### src/rtl/mem_lsu.sv
// mem_lsu: MIPS MEM stage; forwards ALU/HI-LO results and runs byte/half/word loads and stores on a req/ack bus.
// Latency: zero for non-memory ops; memory ops take IDLE + WAIT (1..TIMEOUT cycles) + DONE.
// Backpressure: stall_req_o holds the pipeline from issue until the access resolves (ack or timeout).
module mem_lsu #(
  parameter int REG_ADDR_W = 5,
  parameter int TIMEOUT    = 16,
  parameter bit BIG_ENDIAN = 1'b1
) (
  input  logic                  clk,
  input  logic                  rst,
  input  logic [REG_ADDR_W-1:0] wd_i,
  input  logic                  wreg_i,
  input  logic [31:0]           wdata_i,
  input  logic [31:0]           hi_i,
  input  logic [31:0]           lo_i,
  input  logic                  whilo_i,
  input  logic [3:0]            mem_op_i,
  input  logic [31:0]           mem_addr_i,
  input  logic [31:0]           mem_sdata_i,
  output logic                  bus_req_o,
  output logic                  bus_we_o,
  output logic [31:0]           bus_addr_o,
  output logic [3:0]            bus_sel_o,
  output logic [31:0]           bus_wdata_o,
  input  logic [31:0]           bus_rdata_i,
  input  logic                  bus_ack_i,
  output logic [REG_ADDR_W-1:0] wd_o,
  output logic                  wreg_o,
  output logic [31:0]           wdata_o,
  output logic [31:0]           hi_o,
  output logic [31:0]           lo_o,
  output logic                  whilo_o,
  output logic                  stall_req_o,
  output logic                  align_exc_o,
  output logic                  timeout_exc_o
);

  typedef enum logic [1:0] {
    ST_IDLE = 2'd0,
    ST_WAIT = 2'd1,
    ST_DONE = 2'd2
  } state_e;

  // Counter is 8 bits wide because TIMEOUT is limited to 1..255.
  localparam logic [7:0] TIMEOUT_C = 8'(TIMEOUT);

  state_e      state_q;
  logic [7:0]  cnt_q;
  logic [7:0]  cnt_d;
  logic        to_q;
  logic [31:0] rdata_q;
  logic        bus_req_q;
  logic        bus_we_q;
  logic [31:0] bus_addr_q;
  logic [3:0]  bus_sel_q;
  logic [31:0] bus_wdata_q;

  logic        is_load;
  logic        is_store;
  logic        is_mem;
  logic        sz_byte;
  logic        sz_half;
  logic        sz_word;
  logic        sign_ext;
  logic        misalign;

  logic [1:0]  byte_lane;   // lane 0 = bits [7:0]
  logic        half_lane;   // 1 = bits [31:16]
  logic [3:0]  sel_d;
  logic [31:0] wdata_d;
  logic [7:0]  ld_byte;
  logic [15:0] ld_half;
  logic [31:0] ld_val;

  // Decode the memory opcode into direction, access size and extension mode.
  always_comb begin
    is_load  = 1'b0;
    is_store = 1'b0;
    sz_byte  = 1'b0;
    sz_half  = 1'b0;
    sz_word  = 1'b0;
    sign_ext = 1'b0;
    case (mem_op_i)
      4'd1: begin is_load  = 1'b1; sz_byte = 1'b1; sign_ext = 1'b1; end
      4'd2: begin is_load  = 1'b1; sz_byte = 1'b1; end
      4'd3: begin is_load  = 1'b1; sz_half = 1'b1; sign_ext = 1'b1; end
      4'd4: begin is_load  = 1'b1; sz_half = 1'b1; end
      4'd5: begin is_load  = 1'b1; sz_word = 1'b1; end
      4'd6: begin is_store = 1'b1; sz_byte = 1'b1; end
      4'd7: begin is_store = 1'b1; sz_half = 1'b1; end
      4'd8: begin is_store = 1'b1; sz_word = 1'b1; end
      default: ;
    endcase
  end

  assign is_mem   = is_load | is_store;
  assign misalign = (sz_half & mem_addr_i[0]) | (sz_word & (|mem_addr_i[1:0]));

  // Big-endian puts address offset 0 in the most significant lane.
  assign byte_lane = BIG_ENDIAN ? ~mem_addr_i[1:0] : mem_addr_i[1:0];
  assign half_lane = BIG_ENDIAN ? ~mem_addr_i[1]   : mem_addr_i[1];
  assign cnt_d     = cnt_q + 8'd1;

  // Byte-lane enables and lane-replicated store data for the request being issued.
  always_comb begin
    sel_d   = 4'b0000;
    wdata_d = mem_sdata_i;
    if (sz_byte) begin
      sel_d[byte_lane] = 1'b1;
      wdata_d          = {4{mem_sdata_i[7:0]}};
    end else if (sz_half) begin
      sel_d   = half_lane ? 4'b1100 : 4'b0011;
      wdata_d = {2{mem_sdata_i[15:0]}};
    end else if (sz_word) begin
      sel_d   = 4'b1111;
    end
  end

  // Pull the addressed byte/halfword out of the captured read word and extend it.
  always_comb begin
    case (byte_lane)
      2'd0:    ld_byte = rdata_q[7:0];
      2'd1:    ld_byte = rdata_q[15:8];
      2'd2:    ld_byte = rdata_q[23:16];
      default: ld_byte = rdata_q[31:24];
    endcase
    ld_half = half_lane ? rdata_q[31:16] : rdata_q[15:0];
    ld_val  = rdata_q;
    if (sz_byte) begin
      ld_val = sign_ext ? {{24{ld_byte[7]}}, ld_byte} : {24'd0, ld_byte};
    end else if (sz_half) begin
      ld_val = sign_ext ? {{16{ld_half[15]}}, ld_half} : {16'd0, ld_half};
    end
  end

  // Access FSM: issues the registered bus request, waits for ack or timeout, then retires.
  always_ff @(posedge clk or negedge rst) begin
    if (!rst) begin
      state_q     <= ST_IDLE;
      cnt_q       <= 8'd0;
      to_q        <= 1'b0;
      rdata_q     <= 32'd0;
      bus_req_q   <= 1'b0;
      bus_we_q    <= 1'b0;
      bus_addr_q  <= 32'd0;
      bus_sel_q   <= 4'd0;
      bus_wdata_q <= 32'd0;
    end else begin
      case (state_q)
        ST_IDLE: begin
          if (is_mem && !misalign) begin
            state_q     <= ST_WAIT;
            cnt_q       <= 8'd0;
            to_q        <= 1'b0;
            bus_req_q   <= 1'b1;
            bus_we_q    <= is_store;
            bus_addr_q  <= {mem_addr_i[31:2], 2'b00};
            bus_sel_q   <= sel_d;
            bus_wdata_q <= wdata_d;
          end
        end
        ST_WAIT: begin
          cnt_q <= cnt_d;
          // An ack on the final allowed cycle still completes normally.
          if (bus_ack_i || (cnt_d == TIMEOUT_C)) begin
            state_q     <= ST_DONE;
            to_q        <= ~bus_ack_i;
            bus_req_q   <= 1'b0;
            bus_we_q    <= 1'b0;
            bus_addr_q  <= 32'd0;
            bus_sel_q   <= 4'd0;
            bus_wdata_q <= 32'd0;
            if (bus_ack_i) begin
              rdata_q <= bus_rdata_i;
            end
          end
        end
        ST_DONE: begin
          state_q <= ST_IDLE;
          cnt_q   <= 8'd0;
          to_q    <= 1'b0;
        end
        default: begin
          state_q <= ST_IDLE;
        end
      endcase
    end
  end

  assign bus_req_o   = bus_req_q;
  assign bus_we_o    = bus_we_q;
  assign bus_addr_o  = bus_addr_q;
  assign bus_sel_o   = bus_sel_q;
  assign bus_wdata_o = bus_wdata_q;

  // Result path toward MEM/WB: pass-through, with write-back suppressed while stalled or faulting.
  always_comb begin
    wd_o          = '0;
    wreg_o        = 1'b0;
    wdata_o       = 32'd0;
    hi_o          = 32'd0;
    lo_o          = 32'd0;
    whilo_o       = 1'b0;
    stall_req_o   = 1'b0;
    align_exc_o   = 1'b0;
    timeout_exc_o = 1'b0;
    if (rst) begin
      wd_o    = wd_i;
      wreg_o  = wreg_i;
      wdata_o = wdata_i;
      hi_o    = hi_i;
      lo_o    = lo_i;
      whilo_o = whilo_i;
      case (state_q)
        ST_IDLE: begin
          if (misalign) begin
            align_exc_o = 1'b1;
            wreg_o      = 1'b0;
            whilo_o     = 1'b0;
          end else if (is_mem) begin
            stall_req_o = 1'b1;
            wreg_o      = 1'b0;
            whilo_o     = 1'b0;
          end
        end
        ST_WAIT: begin
          stall_req_o = 1'b1;
          wreg_o      = 1'b0;
          whilo_o     = 1'b0;
        end
        ST_DONE: begin
          if (is_load) begin
            wdata_o = ld_val;
          end
          if (to_q) begin
            timeout_exc_o = 1'b1;
            wreg_o        = 1'b0;
          end
        end
        default: ;
      endcase
    end
  end

endmodule

### config.mk
export PLATFORM = sky130hd
export DESIGN_NAME = mem_lsu
export DESIGN_NICKNAME = d
export VERILOG_FILES = /design/src/rtl/mem_lsu.sv
export SDC_FILE = /design/constraint.sdc
export NUM_CORES = 1
export LEC_CHECK = 0
export ABC_AREA = 1
export CORE_AREA = 5 5 145 147
export DETAILED_ROUTE_END_ITERATION = 8
export DIE_AREA = 0 0 150 152
export PLACE_DENSITY = 0.73
export SYNTH_ARGS = -nofsm -noshare
export SYNTH_HDL_FRONTEND = slang
export SYNTH_SLANG_ARGS = --single-unit
### constraint.sdc
create_clock -name clk -period 2 [get_ports clk]
set_input_delay 0.2 -clock clk [delete_from_list [all_inputs] [get_ports clk]]
set_output_delay 0.2 -clock clk [all_outputs]
set_load 0.01 [all_outputs]
==> run_results.csv, run 1 <==
group,metric,value,unit
timing,max_freq,0.4880,GHz
setup_path,crit_type,"flip-flop to output pin",
power_and_ir_drop,p_leak,6.026,nW
floorplanning,fp.dieW,150,µm
route,ant_nets,0,
setup_path,r2r-end,"rdata_q[17]",
place,placed_cell_area,11170,µm²
job,drv_cap,0,
setup_path,critical_path.startpoint_type,"flip-flop",
route,drc,0,
timing,min_period_over_period,1.025,
yosys,syn-mean-instance-area,6.905,µm²
yosys,synthAdderAreaFrac,0.001880,
clock_network,root_buffer,"clkbuf_16",
yosys,synth-simple-area-share,0.3511,
finish,layout-drive-gt1-share,0.1726,
timing,fin_skew,0.008109,ns
setup_path,cp-end-kind,"output pin",
setup_path,critPathRequiredTime,1.80,ns
yosys,synth.cell_area,6656,µm²
yosys,synth_edf_count,0,
yosys,ys_ff_latch,111,
finish,nets,1610,
yosys,synthMuxAreaShare,0.05075,
global_routing,first_global_vias,7895,
status,outcome,"finished, violations left",
power_and_ir_drop,p_seq_frac,0.345,
timing,slew_headroom,0.5689,
yosys,synth_largest_area_cell,"dfrtp_1",
route,dr.pass1.iters,6,
yosys,ys_seq_area_frac,0.4173,
place,place_congestion,0.9260,
yosys,async_flop_share,1.000,
finish,fin_area,11740,µm²
route,wirelength,27520,µm
power_and_ir_drop,switching_power,4.257,mW
global_routing,track_usage,0.2343,
floorplanning,rows,52,
clock_network,htreeDepth,3,
yosys,synth_top_family_by_area,"simple AND/OR/NAND/NOR gates",
min_path,hold_path_class,"input port to async pin",
timing,rsz0062_at_grt,"true",
power_and_ir_drop,finalPower,11.59,mW
yosys,synth-compound-area-share,0.08308,
floorplanning,placeableCoreArea,19780,µm²
power_and_ir_drop,comb_power_share,0.483,
timing,final.min_clock_period,2.049,ns
route,vias,8051,
place,io_buffers,379,
clock_network,numCtsBuffers,9,
route,viasPerCell,4.795,
yosys,synth_commonest_cells,"422 x nand2_1, 111 x dfrtp_1, 88 x inv_1",
yosys,syn_inst,964,
floorplanning,initial_core_util,0.3365,
timing,worstMarginPinSlew,0.6466,ns
power_and_ir_drop,ir_drop,0.6144,mV
timing,setup_slack,-0.04915,ns
yosys,synth_cell_types,31,
finish,finish.utilization,0.5936,
floorplanning,dieArea,22800,µm²
power_and_ir_drop,pwr-share-clk,0.173,
setup_path,r2r_setup_slack,0.12,ns
timing,final_max_slew_viol_count,0,
power_and_ir_drop,p_sw_frac,0.3674,
clock_network,clkTransAtPathRegs,0.08,ns
status,violations,"setup timing",
power_and_ir_drop,p_int,7.330,mW
global_routing,grt_pass1_wl,42200,µm
setup_path,crit_arrival,1.85,ns
finish,areaGrowthSynthToFinish,76.37,%
setup_path,worst-path-max-fanout,8,
yosys,synthXorXnorAreaFrac,0.001316,
floorplanning,num_io_pins,382,
yosys,yosysMostFrequentCell,"nand2_1",
timing,hold_viol_final,0,
yosys,yosysWarnings,0,
global_routing,antenna_found_initial,1,
power_and_ir_drop,power_per_cell_area,987.0,nW/µm²
route,wl_per_cell,16.39,µm
global_routing,globalRouteOverflowTotal,0,
floorplanning,die_y,152,µm
clock_network,cts_tree,"built",
global_routing,grt_max_degree,75,
clock_network,cts_max_path_buffers,2,
setup_path,rr_worst_depth,8,
clock_network,insertion_delay,0.36,ns
route,drt_iter0_drc,616,
clock_network,cts_sinks,111,
yosys,synthTopCellsByArea,"dfrtp_1 42%, nand2_1 24%, nand3_1 5.5%",
setup_path,timing.rr.start,"state_q[0]",
place,dp_hpwl,21270,µm
timing,setup-violations-final,21,
yosys,yosys.area.top_type_share,0.4173,
yosys,synth_ff_type,"dfrtp_1",
==> worst max-delay path: stages, from the launching register on <==
cell	delay, ns
dfrtp_1	0.36
inv_2	0.05
nand2_2	0.08
o21ai_2	0.08
o21ai_2	0.18
buf_12	0.14
buf_8	0.13
o21ai_2	0.06
o21a_1	0.18
nor2_1	0.10
buf_2	0.14
==> power groups by stage <==
| stage | clock [mW] | sequential, mW | combinational [mW] |
|---|---|---|---|
| global route | 2.15 | 4.09 | 6.12 |
| finish | 2.00 | 3.99 | 5.59 |
| global placement | 0 | 3.95 | 5.24 |
| CTS | 2.06 | 3.96 | 5.61 |
| detailed placement | 0 | 3.98 | 5.32 |
| floorplan | 0 | 4.04 | 2.28 |
==> placed cells by master (no fill, tap or decap), types with 3 or more instances in the layout <==
master and n:
buf_12 10, clkbuf_16 9, o211ai_1 3, nand2_2 16, nor2_4 4, nand4_1 10, nand2_1 415, buf_4 78
buf_6 10, inv_2 10, a21oi_1 30, nor2_1 39, o21ai_1 7, clkdlybuf4s50_1 335, nand3_1 69, inv_1 87
dlygate4sd2_1 6, o21ai_0 27, dfrtp_1 111, nand2_4 5, o21ai_2 11, nand3_2 3, mux2_2 30, nor2_2 6
o21a_1 15, buf_2 32, clkbuf_2 5
==> per-layer routing <==
layer	vias to the layer above	global-route usage	wire (µm)
met4	0	0.09412	1077
met1	3699	0.2531	9623
li1	3885	-	-
met3	65	0.05660	2516
met2	402	0.4328	14300
met5	-	0	0
==> per-stage QoR <==
step	hold WS (ns)	instances	TNS, ns	worst slack, ns
2_1_floorplan	-0.09559	965	0	0.2851
3_3_place_gp	0.2388	1632	-34.66	-0.5566
3_5_place_dp	0.2483	1632	-37.20	-0.5834
4_1_cts	0.09054	1678	-0.7712	-0.06683
5_1_grt	0.1165	1679	-2.649	-0.2002
6_report	0.05387	1679	-0.5901	-0.04915
==> final cells by class <==
class / count / area, µm²
Antenna cell: 1 / 2.502
Clock buffer: 10 / 239.0
Clock inverter: 6 / 91.34
Fill cell: 1824 / 8039
Inverter: 99 / 372.9
Multi-Input combinational cell: 703 / 3390
Sequential cell: 111 / 2778
Tap cell: 270 / 337.8
Timing Repair Buffer: 479 / 4529
==> logic make-up (layout without fill, tap and decap cells) <==
logic type	after synthesis	count (layout)
and+or+nand+nor	570	570
other	1	3
AOI/OAI and AO/OA	99	99
xor gates and xnor gates	1	1
adders and majority gates	1	1
muxes	30	30
DFF	111	111
buffers and inverters	151	594
==> sequential cells by signal, summed over array words and instances, names as in the netlist, 2 cells and up <==
register and flops:
bus_wdata_o 32, rdata_q 32, bus_addr_o 30, cnt_q 8
bus_sel_o 4, state_q 2
==> what timing repair did <==
item | 4_1_cts | 5_1_grt
gates cloned | 2 | 0
hold buffers | 2 | 0
endpoints found under the hold margin | 78 | 0
pin swaps | 22 | 18
buffers inserted | 26 | 5
endpoints found under the setup margin | 36 | 59
gates resized for setup | 187 | 24
==> how the worst max path moves through the flow <==
stage	startpoint	end	slack, ns	cells past startpoint
floorplan	cnt_q[0]	bus_addr_o[10]	0.29	13
global placement	mem_op_i[3]	wdata_o[23]	-0.56	9
detailed placement	mem_op_i[3]	wdata_o[23]	-0.58	9
CTS	rdata_q[15]	wdata_o[23]	-0.07	10
global route	rdata_q[15]	wdata_o[24]	-0.20	12
finish	rdata_q[15]	wdata_o[22]	-0.05	10
No activity file was read; power rests on OpenSTA's default activity.
==> inputs of run 2 (changes only) <==
Settings changed: SETUP_SLACK_MARGIN from default to 0.1.
==> run_results.csv, run 2 (synthesized netlist as in run 1, its figures left out) <==
group,metric,value,unit
status,outcome,"finished, violations left",
status,violations,"setup timing",
power_and_ir_drop,p_int,7.624,mW
timing,worstMarginPinSlew,0.6454,ns
clock_network,cts_max_path_buffers,2,
clock_network,cts_tree,"built",
global_routing,track_usage,0.2351,
route,viasPerCell,4.799,
timing,setup_slack,-0.07904,ns
setup_path,r2r_setup_slack,0.20,ns
timing,final.min_clock_period,2.079,ns
setup_path,rr_worst_depth,8,
setup_path,critical_path.startpoint_type,"flip-flop",
power_and_ir_drop,pwr-share-clk,0.166,
floorplanning,dieArea,22800,µm²
finish,final_common_cell,"nand2_1",
timing,hold_viol_final,0,
route,ant_nets,0,
global_routing,grt_pass1_wl,42340,µm
setup_path,critPathRequiredTime,1.80,ns
finish,fin_area,12100,µm²
floorplanning,rows,52,
clock_network,insertion_delay,0.36,ns
finish,finish.utilization,0.6116,
global_routing,first_global_vias,7953,
setup_path,cp-end-kind,"output pin",
job,drv_cap,0,
min_path,hold_path_class,"input port to async pin",
setup_path,crit_type,"flip-flop to output pin",
route,drt_iter0_drc,570,
finish,layout-drive-gt1-share,0.1911,
global_routing,antenna_found_initial,1,
place,dp_hpwl,21270,µm
global_routing,grt_max_degree,75,
place,placed_cell_area,11170,µm²
clock_network,clkTransAtPathRegs,0.08,ns
setup_path,r2r-end,"rdata_q[28]",
floorplanning,fp.dieW,150,µm
timing,fin_tns_setup,-1.221,ns
setup_path,worst-path-max-fanout,8,
timing,min_period_over_period,1.040,
clock_network,numCtsBuffers,9,
timing,fin_skew,0.01111,ns
setup_path,crit_arrival,1.88,ns
timing,final_max_slew_viol_count,0,
power_and_ir_drop,p_seq_frac,0.330,
floorplanning,placeableCoreArea,19780,µm²
route,dr.pass1.iters,5,
finish,mostFrequentLayoutCells,"412 x nand2_1, 335 x clkdlybuf4s50_1, 110 x dfrtp_1",
setup_path,timing.rr.start,"state_q[0]",
clock_network,htreeDepth,3,
route,drc,0,
power_and_ir_drop,p_leak,6.140,nW
timing,setup-violations-final,23,
setup_path,startpoint,"rdata_q[15]",
power_and_ir_drop,comb_power_share,0.504,
floorplanning,die_y,152,µm
power_and_ir_drop,ir_drop,0.6185,mV
timing,hold_ws,0.05906,ns
place,place_congestion,0.9260,
timing,slew_headroom,0.5697,
global_routing,globalRouteOverflowTotal,0,
power_and_ir_drop,p_sw_frac,0.3715,
floorplanning,initial_core_util,0.3365,
floorplanning,num_io_pins,382,
timing,max_freq,0.4810,GHz
route,wirelength,28730,µm
finish,nets,1620,
clock_network,cts_sinks,111,
power_and_ir_drop,finalPower,12.13,mW
power_and_ir_drop,switching_power,4.506,mW
route,wl_per_cell,17.01,µm
finish,areaGrowthSynthToFinish,81.73,%
timing,rsz0062_at_grt,"true",
place,io_buffers,379,
clock_network,root_buffer,"clkbuf_16",
power_and_ir_drop,power_per_cell_area,1003,nW/µm²
route,vias,8106,
[run 2: cell count changes in the layout (fill, tap and decap cells not counted), moves of 4 or more]
cell             change
buf_4                -6
buf_6                +9
clkbuf_16            +4
clkbuf_2             -4
clkdlybuf4s15_2      +4
nand3_1              -7
nand3_2              +4
[run 2: power groups by stage]
stage	Sequential [mW]	Clock (mW)	Combinational [mW]
finish	4.01	2.01	6.11
global route	4.10	2.14	6.65
CTS	3.96	2.06	5.67
detailed placement	3.98	0	5.32
global placement	3.95	0	5.24
floorplan	4.04	0	2.28
[run 2: stage by stage]
step / cells / setup WS (ns)
5_1_grt: 1689 / -0.2019
6_report: 1689 / -0.07904
3_5_place_dp: 1632 / -0.5834
2_1_floorplan: 965 / 0.2851
3_3_place_gp: 1632 / -0.5566
4_1_cts: 1678 / -0.07400
[run 2: how the worst max path moves through the flow]
stage                                end  slack, ns  cells after the start
after global placement       wdata_o[23]      -0.56                      9
after CTS                    wdata_o[23]      -0.07                     12
after global routing         wdata_o[24]      -0.20                     12
after floorplan           bus_addr_o[10]       0.29                     13
after detailed placement     wdata_o[23]      -0.58                      9
final                        wdata_o[27]      -0.08                     12
[run 2: critical path: stages, from the launching register on]
cell,delay (ns)
dfrtp_1,0.39
inv_2,0.08
nand2_2,0.07
buf_6,0.13
nand2_4,0.04
nand3_2,0.06
nand2_2,0.09
nand2_4,0.07
nand3_4,0.12
buf_6,0.15
o21a_1,0.13
nor2_1,0.04
buf_2,0.15
[run 2: per-layer routing]
metal / part of all wire / wire length, µm / vias to the layer above / GRT usage
met1: 0.35 / 10030 / 3720 / 0.2504
li1: - / - / 3910 / -
met3: 0.086 / 2474 / 74 / 0.05570
met2: 0.53 / 15170 / 402 / 0.4365
met5: 0 / 0 / - / 0
met4: 0.036 / 1047 / 0 / 0.09978
[run 2: area by class of cell]
| cell class | count | area (µm²) |
|---|---|---|
| inverters | 99 | 380.4 |
| well taps | 270 | 337.8 |
| clock buffers | 10 | 239.0 |
| repair buffers | 489 | 4773 |
| fillers | 1775 | 7682 |
| multi-input cells | 703 | 3493 |
| diodes | 1 | 2.502 |
| flip-flops and latches | 111 | 2779 |
| clock inverters | 6 | 91.34 |
[run 2: repair_timing]
item / CTS / global route
setup endpoints to repair: 42 / 133
gates cloned: 3 / 7
hold buffers: 2 / 0
buffers inserted: 26 / 8
endpoints found under the hold margin: 78 / 0
pin swaps: 35 / 26
resized for setup: 220 / 29
==> inputs of run 3 (changes only) <==
Settings changed: RECOVER_POWER from default to 50.
==> run_results.csv, run 3 (synthesized netlist as in run 1, its figures left out) <==
group,metric,value,unit
floorplanning,initial_core_util,0.3365,
global_routing,met3_usage,0.05570,
status,outcome,"finished, violations left",
timing,hold_viol_final,0,
timing,setup-violations-final,23,
setup_path,slowest_delay,0.39,ns
setup_path,crit_chain,"inv_2, nand2_2, buf_6, nand2_4, nand3_2, nand2_2, nand2_4, nand3_4, buf_6, o21a_1, nor2_1, buf_2",
global_routing,first_global_vias,7953,
timing,min_period_over_period,1.037,
floorplanning,num_io_pins,382,
clock_network,root_buffer,"clkbuf_16",
clock_network,cts_tree,"built",
status,violations,"setup timing",
timing,slew_headroom,0.02779,
setup_path,cp-end-kind,"output pin",
timing,max_freq,0.4819,GHz
power_and_ir_drop,power_per_cell_area,986.3,nW/µm²
place,io_buffers,379,
clock_network,clkTransAtPathRegs,0.07,ns
finish,layout-drive-gt1-share,0.1876,
route,wirelength,28820,µm
clock_network,numCtsBuffers,9,
finish,final_common_cell,"nand2_1",
setup_path,critPathRequiredTime,1.80,ns
setup_path,crit_type,"flip-flop to output pin",
timing,hold_ws,0.3726,ns
timing,rsz0062_at_grt,"true",
finish,mostFrequentLayoutCells,"412 x nand2_1, 264 x clkdlybuf4s50_1, 110 x dfrtp_1",
global_routing,gr-usage-met1,0.2504,
route,drc,0,
setup_path,worst-path-max-fanout,8,
power_and_ir_drop,p_leak,6.285,nW
min_path,whs_path_depth,3,
timing,setup_slack,-0.07498,ns
route,drt_iter0_drc,533,
route,vias,8148,
floorplanning,rows,52,
clock_network,insertion_delay,0.36,ns
route,ant_nets,0,
global_routing,grt_pass1_wl,42340,µm
global_routing,globalRouteOverflowTotal,0,
timing,fin_skew,0.009719,ns
clock_network,htreeDepth,3,
setup_path,crit_slowest_cell,"dfrtp_1",
global_routing,track_usage,0.2351,
finish,areaGrowthSynthToFinish,81.28,%
route,dr.pass1.iters,6,
setup_path,rr_worst_depth,13,
timing,final_max_slew_viol_count,0,
clock_network,cts_max_path_buffers,2,
floorplanning,dieArea,22800,µm²
timing,final.min_clock_period,2.075,ns
global_routing,antenna_found_initial,1,
floorplanning,placeableCoreArea,19780,µm²
power_and_ir_drop,ir_drop,0.6244,mV
place,placed_cells,1632,
route,wl_per_cell,17.07,µm
place,place_congestion,0.9260,
job,drv_cap,0,
global_routing,met2_usage,0.4365,
route,viasPerCell,4.824,
floorplanning,fp.dieW,150,µm
floorplanning,die_y,152,µm
finish,num-fill-cells,1779,
finish,stdcell_count,1689,
clock_network,cts_sinks,111,
setup_path,critical_path.startpoint_type,"flip-flop",
global_routing,grt_max_degree,75,
global_routing,busiest_layer,"met2",
min_path,hold_path_class,"input port to flip-flop",
finish,nets,1620,
finish,regArea,2779,µm²
finish,multi_input_area,3488,µm²
timing,worstMarginPinSlew,1.458,ns
timing,fin_tns_setup,-1.145,ns
setup_path,crit_arrival,1.87,ns
place,dp_hpwl,21270,µm
-- run 3: final cells by class --
| class | count | area share |
|---|---|---|
| multi-input cells | 703 | 0.2891 |
| well taps | 270 | 0.02800 |
| diodes | 1 | 0.0002074 |
| clock inverters | 6 | 0.007569 |
| clock buffers | 10 | 0.01980 |
| flip-flops and latches | 111 | 0.2303 |
| repair buffers | 489 | 0.3935 |
| inverters | 99 | 0.03152 |
-- run 3: report_power, final --
group | switching (mW) | internal (mW) | total [mW]
Combinational | 2.83 | 3.08 | 5.91
Sequential | 0.798 | 3.19 | 3.99
Clock | 0.865 | 1.14 | 2.01
-- run 3: stage by stage --
step           worst slack, ns    util  instance area (µm²)  power, mW
3_5_place_dp           -0.5834  0.5646                11170      9.296
3_3_place_gp           -0.5566  0.5646                11170      9.192
2_1_floorplan           0.2851       -                 6660      6.322
4_1_cts               -0.07400  0.5983                11830      11.69
6_report              -0.07498  0.6101                12070      11.90
5_1_grt                -0.2019  0.6101                12070      12.65
-- run 3: critical path, delay by kind of cell (launching register included) --
kind,cells,cell delay [ns]
buf+inv,4,0.51
simple gates,7,0.49
flops,1,0.39
compound gates,1,0.13
-- run 3: layer usage --
metal	wire (µm)	up-vias
li1	-	3907
met1	10120	3741
met2	15130	422
met3	2467	78
met4	1106	0
met5	0	-
-- run 3: final timing paths --
check,from,endpoint,slack (ns)
setup / recovery,rdata_q[15],wdata_o[27],-0.07
hold / removal,mem_addr_i[12],bus_addr_o[12],0.37
setup reg to reg,cnt_q[1],bus_wdata_o[10],0.18
hold reg to reg,bus_wdata_o[23],bus_wdata_o[23],0.47
max in group asynchronous,rst,cnt_q[2],0.20
min in group asynchronous,rst,rdata_q[13],0.47
-- run 3: timing repair --
item                                    4_1_cts  5_1_grt
resized for setup                           220       29
gates cloned                                  3        7
hold endpoints to repair                     78        0
hold buffers                                  2        0
pin swaps                                    35       26
setup buffers                                26        8
endpoints found under the setup margin       42      133
